`config.mk`:
```
export PLATFORM = sky130hd
export DESIGN_NAME = jtcop_obj_dma
export DESIGN_NICKNAME = d
export VERILOG_FILES = /design/src/rtl/jtcop_pkg.sv /design/src/rtl/jtcop_obj_dma.sv
export SDC_FILE = /design/constraint.sdc
export NUM_CORES = 1
export LEC_CHECK = 0
export CAP_MARGIN = 0
export CORE_MARGIN = 10
export CORE_UTILIZATION = 30
export DETAILED_ROUTE_END_ITERATION = 10
export GPL_TIMING_DRIVEN = 0
export SLEW_MARGIN = 40
export SYNTH_ARGS = -nofsm -noshare
export SYNTH_HDL_FRONTEND = slang
export SYNTH_SLANG_ARGS = --single-unit
```
`constraint.sdc`:
```
create_clock -name clk -period 3.7 [get_ports clk]
set_clock_uncertainty 0.15 [all_clocks]
set_input_delay 0.74 -clock clk [delete_from_list [all_inputs] [get_ports clk]]
set_output_delay 0.74 -clock clk [all_outputs]
set_load 0.05 [all_outputs]
```
`src/rtl/jtcop_pkg.sv`:
```
// rtl/jtcop_pkg.sv - shared constants and state encoding for the CPS object path
package jtcop_pkg;

  localparam int OBJ_AW = 10;

  typedef enum logic [1:0] {
    IDLE,
    WAIT,
    COPY,
    FIN
  } dma_state_t;

endpackage

```
`src/rtl/jtcop_obj_dma.sv`:
```
// rtl/jtcop_obj_dma.sv - copies CPU object RAM into the renderer shadow buffer
module jtcop_obj_dma
  import jtcop_pkg::*;
#(
  parameter int AW    = OBJ_AW,
  parameter bit DEFER = 1'b1
) (
  input  logic          clk,
  input  logic          rst_n,
  input  logic          LVBL,
  input  logic          obj_copy,
  input  logic          mixpsel,
  output logic [AW-1:0] src_addr,
  input  logic [15:0]   src_dout,
  output logic [AW:0]   buf_addr,
  output logic [15:0]   buf_din,
  output logic          buf_we,
  output logic          busy,
  output logic          done
);

  localparam logic [AW:0] CNT_END = {1'b1, {AW{1'b0}}};

  dma_state_t  st;
  logic        lvbl_l;
  logic        vb_start;
  logic        go_now;
  logic        rearm;
  logic        load;
  logic        pending;
  logic        bank;
  logic        rd_v;
  logic [AW:0] cnt;

  assign vb_start = lvbl_l & ~LVBL;
  assign go_now   = ~DEFER | ~LVBL;
  assign rearm    = pending | obj_copy;
  // RAM data arrives one clk after src_addr, which lines up with the write stage
  assign buf_din  = buf_we ? src_dout : 16'd0;

  always_comb begin
    load = 1'b0;
    case (st)
      IDLE:    load = obj_copy & go_now;
      WAIT:    load = vb_start;
      FIN:     load = rearm & go_now;
      default: load = 1'b0;
    endcase
  end

  always_ff @(posedge clk or negedge rst_n) begin
    if (!rst_n) begin
      st       <= IDLE;
      lvbl_l   <= 1'b1;
      pending  <= 1'b0;
      bank     <= 1'b0;
      rd_v     <= 1'b0;
      cnt      <= '0;
      src_addr <= '0;
      buf_addr <= '0;
      buf_we   <= 1'b0;
      busy     <= 1'b0;
      done     <= 1'b0;
    end else begin
      lvbl_l <= LVBL;
      done   <= 1'b0;
      buf_we <= 1'b0;
      case (st)
        IDLE: begin
          if (obj_copy) begin
            busy <= 1'b1;
            st   <= WAIT;
          end
        end
        WAIT: begin
        end
        COPY: begin
          if (obj_copy) pending <= 1'b1;
          buf_we   <= rd_v;
          buf_addr <= {bank, src_addr};
          // cnt holds the next word to issue; once it hits 2^AW only the drain write remains
          if (!rd_v) begin
            st   <= FIN;
            done <= 1'b1;
          end else if (cnt == CNT_END) begin
            rd_v <= 1'b0;
          end else begin
            src_addr <= cnt[AW-1:0];
            cnt      <= cnt + 1'b1;
          end
        end
        FIN: begin
          pending <= 1'b0;
          if (rearm) begin
            st <= WAIT;
          end else begin
            st   <= IDLE;
            busy <= 1'b0;
          end
        end
        default: st <= IDLE;
      endcase
      if (load) begin
        st       <= COPY;
        bank     <= mixpsel;
        cnt      <= {{AW{1'b0}}, 1'b1};
        src_addr <= '0;
        rd_v     <= 1'b1;
      end
    end
  end

endmodule

```
==> impl_metrics.py <==
metrics = {
    "final_layout": {
        "mostFrequentLayoutCell": "clkdlybuf4s50_1",
        "final_cell_mix": "clkdlybuf4s50_1, dfrtp_1, nand2_1, and2_1, mux2_2",
        "nets": 261,
        "diodes": 0,
        "syn2layout_area_growth_pct": 42.24,
        "final_area_um2": 2671,
        "layout-drive-gt1-share_pct": 14.64,
    },
    "clock_tree": {
        "clockBufferDepth": 2,
        "hold_buffers": 0,
        "cts-htree-levels": 2,
        "clk-insertion-delay-late_ps": 300,
        "clkTransAtPathRegs_ps": 80,
        "cts.sinks": 41,
        "cts_resized": 0,
        "clockRootBuffer": "clkbuf_8",
        "cts_buffers": 5,
        "post_cts_buffers": 0,
        "cts_tree": "done",
    },
    "worst_setup_path": {
        "cp_slowest_cell": "clkdlybuf4s50_1",
        "critPathKind": "in2out",
        "critical_path_required_ps": 2810,
        "crit_fanout": 1,
        "cp_cell_sequence": "clkdlybuf4s50_1, and2_1, clkdlybuf4s50_1",
        "critical_path.max_stage_delay_ps": 800,
        "end_kind": "primary output",
        "startpoint_type": "primary input",
        "path_common_cell": "clkdlybuf4s50_1",
        "arrival_ps": 2120,
    },
    "placement": {
        "dp_hpwl_um": 3627,
        "place_area_um2": 2570,
        "numPortBuffers": 60,
        "gp_congestion": 0.7154,
    },
    "floorplanning": {
        "die_area_um2": 9825,
        "rows": 28,
        "fp.dieW_um": 99.12,
        "coreArea_um2": 5991,
        "die_y_um": 99.12,
        "start_util_pct": 31.35,
        "num_io_pins": 61,
    },
    "pwr": {
        "p_seq_share_pct": 31.7,
        "vdd_drop_max_mv": 0.4602,
        "clkPwrFrac_pct": 16.0,
        "p_leak_nw": 1.139,
        "p_comb_share_pct": 52.3,
        "swShare_pct": 46.20,
        "p_int_w": 0.001091,
        "p_per_area_nw_per_um2": 759.2,
        "switching_power_w": 0.0009369,
    },
    "yosys": {
        "ys_seq_area_share_pct": 54.70,
        "ys_async_sr_fraction_pct": 100.0,
        "synth.yosys.warnings": 0,
        "synth_fp_nets": 194,
        "synth_area_per_cell_um2": 10.98,
        "syn_inst": 171,
        "ys_types": 38,
        "ys_ff_latch": 41,
        "synth_edf_count": 0,
        "synthFlopType": "dfrtp_1",
        "synth_area_um2": 1878,
    },
    "route": {
        "vias": 1513,
        "wl_per_cell_um": 15.12,
        "drc": 0,
        "antenna_left": 0,
        "drtIter0Drc": 29,
        "drt_pass1_iterations": 4,
        "wirelength_um": 4749,
        "drt-vias-per-instance": 4.818,
    },
    "global_route": {
        "grtUsageTotal_pct": 9.715,
        "grt_antenna_before_repair": 0,
        "overflow": 0,
        "grt_max_degree": 42,
        "grt_pass1_wl_um": 7831,
        "grt_pass1_vias": 1523,
    },
    "timing": {
        "period_needed_ps": 3013,
        "drv_slew": 0,
        "fin_crit_sh_pct": 81.42,
        "rsz0062_at_grt": "no",
        "setup_violations": 0,
        "slew_headroom_pct": 55.85,
        "tightestPinTransition_ps": 662.2,
        "fin_tns_setup_ps": 0,
        "fmax_ghz": 0.3319,
        "hold_viol": 0,
    },
    "job": {
        "maxCapViolations": 0,
    },
    "outcome": {
        "status": "complete, no violations",
    },
    "hold_path": {
        "min_path_type": "in2async",
    },
}
[flip-flops by register name, summed over array words and instances (netlist names)]
name and flops:
pending 1, src_addr 10, lvbl_l 1, done 1, buf_addr 11, st 2, rd_v 1, busy 1
buf_we 1, bank 1, cnt 11
[worst max-delay path: cells and delay by family]
kind | cells | cell delay, ps
buffers and inverters | 2 | 1260
AND/OR/NAND/NOR | 1 | 120
[logic make-up after synthesis]
kind of cell,Yosys count,synth area share [%]
AOI/OAI and AO/OA,30,11.46
xor gates and xnor gates,4,1.866
adders and majority gates,2,1.332
buffers and inverters,11,2.998
DFF,41,54.70
muxes,12,7.129
and+or+nand+nor,71,20.52
[path summary, 6_finish.rpt]
kind | end | cells after the start | slack (ps) | startpoint
max | buf_din[9] | 3 | 690 | src_dout[9]
min | busy$_DFFE_PN0P_ | 1 | 260 | rst_n
max reg2reg | src_addr[0]$_DFFE_PN0P_ | 5 | 1870 | cnt[4]$_DFFE_PN0P_
min reg2reg | bank$_DFFE_PN0P_ | 2 | 340 | bank$_DFFE_PN0P_
max in group asynchronous | lvbl_l$_DFF_PN1_ | 1 | 2770 | rst_n
min in group clk | bank$_DFFE_PN0P_ | 2 | 340 | bank$_DFFE_PN0P_
[layout make-up]
class                   count  area [µm²]
multi-input cells         119       794.5
fillers                   583        3319
clock inverters             1       5.005
plain buffers               6       37.54
repair buffers             60       598.1
inverters                   5       18.77
flip-flops and latches     41        1027
well taps                  75       93.84
clock buffers               7       96.34
[layer usage]
layer	track usage (%)	part of all wire [%]
met1	12.09	48
met2	14.83	43
met4	3.418	1.7
met5	0	0
met3	3.945	7.3
[cells in the mapped netlist (2+ instances only)]
master	n	area, µm²
a21oi_1	8	40.04
a32o_1	2	20.02
and2_1	16	100.1
and3_1	2	12.51
buf_2	3	15.01
dfrtp_1	40	1001
ha_1	2	25.02
inv_1	5	18.77
mux2_2	11	123.9
nand2_1	27	101.4
nand3_1	5	25.02
nand3_2	2	20.02
nand4_1	2	12.51
nor2_1	6	22.52
nor3_1	2	10.01
nor4_2	2	25.02
o21ai_0	7	35.03
o21ai_1	5	25.02
o31ai_1	2	15.01
or3_1	2	12.51
xnor2_1	3	26.28
[through the flow]
| stage | power [W] | util, % | worst slack [ps] | hold slack (ps) | instances |
|---|---|---|---|---|---|
| floorplan | 0.001371 | - | 1455 | 291.4 | 171 |
| detailed placement | 0.001725 | 42.90 | 680.2 | 334.3 | 306 |
| CTS | 0.002049 | 44.59 | 677.2 | 281.4 | 314 |
| global route | 0.002154 | 44.59 | 622.5 | 294.6 | 314 |
| finish | 0.002028 | 44.59 | 687.4 | 259.2 | 314 |
| global placement | 0.001713 | 42.94 | 630.2 | 318.8 | 306 |
[power groups by stage]
stage          Sequential (W)  Combinational, W  Clock (W)
2_1_floorplan        0.000819          0.000552          0
3_3_place_gp         0.000650           0.00106          0
3_5_place_dp         0.000654           0.00107          0
4_1_cts              0.000645           0.00107   0.000329
5_1_grt              0.000666           0.00114   0.000348
6_report             0.000644           0.00106   0.000324
Note: power is estimated with default switching activity, not from simulation.
